**src/rtl/chk_log_fifo.sv**
```systemverilog
// First-word-fall-through FIFO for mismatch log entries.
//   clk, rst   : clock, asynchronous active-high reset
//   flush      : synchronous clear to empty
//   push/push_data : write request; accepted when not full, or when full
//                    and a pop happens in the same cycle
//   pop        : read request; ignored when empty
//   pop_data   : head entry, valid whenever empty==0
//   full/empty : occupancy flags
module chk_log_fifo #(
  parameter int W     = 22,
  parameter int DEPTH = 8
) (
  input  logic         clk,
  input  logic         rst,
  input  logic         flush,
  input  logic         push,
  input  logic [W-1:0] push_data,
  input  logic         pop,
  output logic [W-1:0] pop_data,
  output logic         full,
  output logic         empty
);

  localparam int AW = (DEPTH > 1) ? $clog2(DEPTH) : 1;

  logic [W-1:0]  mem [DEPTH];
  logic [AW-1:0] wr_ptr, rd_ptr;
  logic [AW:0]   count;
  logic          do_push, do_pop;

  assign empty   = (count == '0);
  assign full    = (count == (AW+1)'(DEPTH));
  assign do_pop  = pop & ~empty;
  // A pop frees the slot the push would need, so full+pop still accepts.
  assign do_push = push & (~full | do_pop) & ~flush;

  assign pop_data = mem[rd_ptr];

  always_ff @(posedge clk) begin
    if (do_push) mem[wr_ptr] <= push_data;
  end

  always_ff @(posedge clk or posedge rst) begin
    if (rst) begin
      wr_ptr <= '0;
      rd_ptr <= '0;
      count  <= '0;
    end else if (flush) begin
      wr_ptr <= '0;
      rd_ptr <= '0;
      count  <= '0;
    end else begin
      if (do_push) wr_ptr <= wr_ptr + AW'(1);
      if (do_pop)  rd_ptr <= rd_ptr + AW'(1);
      case ({do_push, do_pop})
        2'b10:   count <= count + (AW+1)'(1);
        2'b01:   count <= count - (AW+1)'(1);
        default: count <= count;
      endcase
    end
  end

endmodule

```
**config.mk**
```make
export PLATFORM = sky130hd
export DESIGN_NAME = chk_log_fifo
export DESIGN_NICKNAME = d
export VERILOG_FILES = /design/src/rtl/chk_log_fifo.sv
export SDC_FILE = /design/constraint.sdc
export NUM_CORES = 1
export LEC_CHECK = 0
export ABC_AREA = 1
export CORE_MARGIN = 1
export CORE_UTILIZATION = 25
export CTS_CLUSTER_DIAMETER = 80
export DETAILED_ROUTE_END_ITERATION = 16
export PLACE_DENSITY = 0.5
export SETUP_SLACK_MARGIN = 0.4
export SLEW_MARGIN = 20
export SYNTH_ARGS = -nofsm -noshare
export SYNTH_HDL_FRONTEND = slang
export SYNTH_SLANG_ARGS = --single-unit
export TNS_END_PERCENT = 30
```
**constraint.sdc**
```tcl
create_clock -name clk -period 3.5 [get_ports clk]
set_clock_uncertainty 0.1 [all_clocks]
set_input_delay 0.875 -clock clk [delete_from_list [all_inputs] [get_ports clk]]
set_output_delay 0.875 -clock clk [all_outputs]
set_load 0.03 [all_outputs]
```
==> impl_metrics.tcl, run 1 <==
set metrics [dict create \
    final.min_clock_period_ns 3.03 \
    number_of_enable_flip_flop_cells_after_synthesis 176 \
    floorplan.die_area_um2 30600 \
    rr_startpoint "count[0]" \
    seqCellArea_um2 5540 \
    max_freq_mhz 330 \
    placed_area_um2 8670 \
    outcome "complete, no violations" \
    boundaryPins 51 \
    route.detailed.wl_per_inst_um 15.4 \
    dp_worst_setup_slack_ns 0.465 \
    finalSetupViolations 0 \
    multi_input_comb_area_um2 1800 \
    worst_slew_margin_rel_pct 57.9 \
    syn_avg_cell_area_um2 12.3 \
    maximum_number_of_pins_on_one_net_before_global_route_repair 58 \
    clock_latency_ns 0.42 \
    maxCapViolations 0 \
    grt_antenna_before_repair 0 \
    synth_fp_nets 642 \
    worstMarginPinSlew_ns 0.630 \
    holdCritPathClass "flop to flop" \
    clock_sink_count 186 \
    synth_top_family_by_area "simple AND/OR/NAND/NOR gates" \
    timing.final.ws_setup_ns 0.469 \
    crit_path_end_kind "output port" \
    routed_via_density 4.31 \
    reg2reg_depth 13 \
    cts-buffers-inserted 17 \
    crit_path_end "pop_data[15]" \
    synth_seq_cells 186 \
    power_leakage_nw 3.22 \
    crit-reg2reg-capture "count[3]" \
    setup-tns-final_ns 0 \
    dpl.hpwl_um 10200 \
    critical_path_peak_fanout 33 \
    met1Wirelength_um 7800 \
    synth-seq-area-share_pct 73.9 \
    cp_data_arrival_time_ns 2.06 \
    final.fill_count 2894 \
    h-tree-depth 4 \
    core_region_area_um2 29100 \
    routed.top_layer "met4" \
    layout_commonest_cell "sky130_fd_sc_hd__edfxtp_1" \
    vias_in_the_first_global_route 4548 \
    yosys-top-cells-area "sky130_fd_sc_hd__edfxtp_1, sky130_fd_sc_hd__nor2_1, sky130_fd_sc_hd__o21ai_0" \
    drive_gt1_share_pct 14.9 \
    wire_length_on_met2_um 7890 \
    grt_first_pass_wirelength_um 26200 \
    postSynthCellCount 610 \
    async_reset_ff_share_pct 5.38 \
    power_per_cell_area_nw_per_um2 639 \
    rrSetupSlack_ns 1.39 \
    track_usage_pct 11.3 \
    final_min_period_over_clock_period_pct 86.6 \
    wl_met3_um 429 \
    clock_tree_from_tritoncts "yes" \
    postRouteAntennaNets 0 \
    place.port_buffers 50 \
    synth_xor_area_share_pct 0.117 \
    detail_route.iter0.violations 295 \
    num-nets-final 702 \
    synth_simple_gate_area_share_pct 11.8 \
    post-cts-setup-buffer-count 0 \
    fin_hold_ws_ns 0.448 \
    portion_of_synthesized_cell_area_occupied_by_the_leading_cell_type_pct 70.6 \
    initial_utilization_pct 25.7 \
    area_growth_syn_to_layout_pct 24.6 \
    yosys_most_used_dff "sky130_fd_sc_hd__edfxtp_1" \
    final_design_instance_area_without_fill_um2 9330 \
    critical_path_required_ns 2.52 \
    drc 0 \
    yosysWarningCount 0 \
    timing.setup.critical_path_class "flop to output port" \
    antenna_cells 0 \
    irDropWorstVdd_mv 0.347 \
    synth.area.mux_share_pct 0 \
    die_width_um 175 \
    timing_hold_violations_final 0 \
    die_height_um 175 \
    grt_setup_unrepaired "true" \
    clock_tree.buffer_depth 2 \
    dr_total_vias 4603 \
    timing.critical_path.from_type "flop" \
    synthAdderAreaFrac_pct 0.936 \
    cts.clk_slew.worst_paths_ns 0.07 \
    place.gp.congestion 0.782 \
    synth.largest_area_cell "sky130_fd_sc_hd__edfxtp_1" \
    synth_cell_types 28 \
    synth-compound-area-share_pct 10.3 \
    placement_rows 62 \
    firstDrtPassIters 4 \
    mostFrequentLayoutCells "sky130_fd_sc_hd__edfxtp_1, sky130_fd_sc_hd__nor2_1, sky130_fd_sc_hd__nand2_1" \
    cts-root-buf "sky130_fd_sc_hd__clkbuf_16" \
    postRouteWirelength_um 16500 \
    cts_hold_buf 0 \
    worst_setup_path_startpoint "rd_ptr[0]" \
    slew_viol_final 0 \
    grt_overflow_total 0 \
    post_synth_instance_area_um2 7490 \
]
[critical path, cell delays in order (launching register included)]
cell	delay (ns)
sky130_fd_sc_hd__dfrtp_2	0.47
sky130_fd_sc_hd__inv_8	0.19
sky130_fd_sc_hd__buf_12	0.21
sky130_fd_sc_hd__nor2_1	0.05
sky130_fd_sc_hd__o21ai_0	0.19
sky130_fd_sc_hd__a21oi_1	0.08
sky130_fd_sc_hd__a31oi_1	0.21
sky130_fd_sc_hd__buf_4	0.20
[state kept, by name (all words and copies together) (netlist names)]
| name | cells |
|---|---|
| mem | 176 |
| wr_ptr | 3 |
| count | 4 |
| rd_ptr | 3 |
[synthesized netlist by cell type (3+ instances only)]
master	count
sky130_fd_sc_hd__buf_2	14
sky130_fd_sc_hd__clkbuf_1	11
sky130_fd_sc_hd__a31oi_1	22
sky130_fd_sc_hd__a21oi_2	3
sky130_fd_sc_hd__a21oi_1	25
sky130_fd_sc_hd__nand2_2	3
sky130_fd_sc_hd__nand2_1	93
sky130_fd_sc_hd__o21ai_0	79
sky130_fd_sc_hd__nor2_1	121
sky130_fd_sc_hd__edfxtp_1	176
sky130_fd_sc_hd__nand3_1	6
sky130_fd_sc_hd__o21ai_1	14
sky130_fd_sc_hd__dfrtp_1	10
sky130_fd_sc_hd__inv_1	12
sky130_fd_sc_hd__buf_4	5
sky130_fd_sc_hd__ha_1	4
[how the worst min path moves through the flow]
stage          endpoint  cells after the start     start
2_1_floorplan  count[3]                      2  count[3]
3_3_place_gp   count[3]                      2  count[3]
3_5_place_dp   count[3]                      2  count[3]
4_1_cts        count[3]                      2  count[3]
5_1_grt        count[3]                      2  count[3]
6_report       count[3]                      2  count[3]
[layer usage]
metal | up-vias | global-route usage, %
li1 | 2285 | -
met1 | 2215 | 15.1
met2 | 80 | 18.2
met3 | 23 | 1.94
met4 | 0 | 4.78
met5 | - | 0
[cell type report]
type,count,area share (%)
Sequential cell,186,59.4
Clock buffer,19,4.64
Clock inverter,13,1.81
Multi-Input combinational cell,378,19.3
Tap cell,384,5.15
Timing Repair Buffer,73,9.08
Inverter,14,0.644
[cells by family after synthesis]
logic type / count (synthesis)
AND/OR/NAND/NOR: 227
flip-flops: 186
buffers and inverters: 46
adder cells (fa/ha/maj): 5
XOR/XNOR: 1
AO/OA/AOI/OAI: 145
[repair_timing]
action | 4_1_cts | 5_1_grt
gates cloned | 0 | 0
endpoints found under the setup margin | 9 | 15
gates resized for setup | 4 | 7
pin swaps | 0 | 0
hold endpoints to repair | 0 | 0
[report_power, final]
part           internal [mW]  switching [mW]  leakage [nW]
clock network           1.13           0.815         0.281
logic                  0.583           0.890          1.22
registers               2.49          0.0423          1.73
total                   4.21            1.75          3.22
[stage by stage]
| step | instances | power [mW] | utilization (%) |
|---|---|---|---|
| 2_1_floorplan | 610 | 3.42 | - |
| 3_3_place_gp | 1035 | 4.05 | 29.8 |
| 3_5_place_dp | 1035 | 4.06 | 29.8 |
| 4_1_cts | 1067 | 6.02 | 31.9 |
| 5_1_grt | 1067 | 6.24 | 32.1 |
| 6_report | 1067 | 5.96 | 32.1 |
No activity file was read; power rests on OpenSTA's default activity.
==> run 2: changes to the inputs <==
--- a/config.mk
+++ b/config.mk
@@ -9,6 +9,7 @@
 export CORE_MARGIN = 1
 export CORE_UTILIZATION = 25
 export CTS_CLUSTER_DIAMETER = 80
+export CTS_CLUSTER_SIZE = 12
 export DETAILED_ROUTE_END_ITERATION = 16
 export PLACE_DENSITY = 0.5
 export SETUP_SLACK_MARGIN = 0.4
==> results of run 2 <==
No change in the layout: final DEF, timing and power equal those of run 1.
==> run 3: changes to the inputs <==
--- a/config.mk
+++ b/config.mk
@@ -13,7 +13,6 @@
 export DETAILED_ROUTE_END_ITERATION = 16
 export PLACE_DENSITY = 0.5
 export SETUP_SLACK_MARGIN = 0.4
-export SLEW_MARGIN = 20
 export SYNTH_ARGS = -nofsm -noshare
 export SYNTH_HDL_FRONTEND = slang
 export SYNTH_SLANG_ARGS = --single-unit
==> results of run 3 <==
No change in the layout: final DEF, timing and power equal those of run 1.
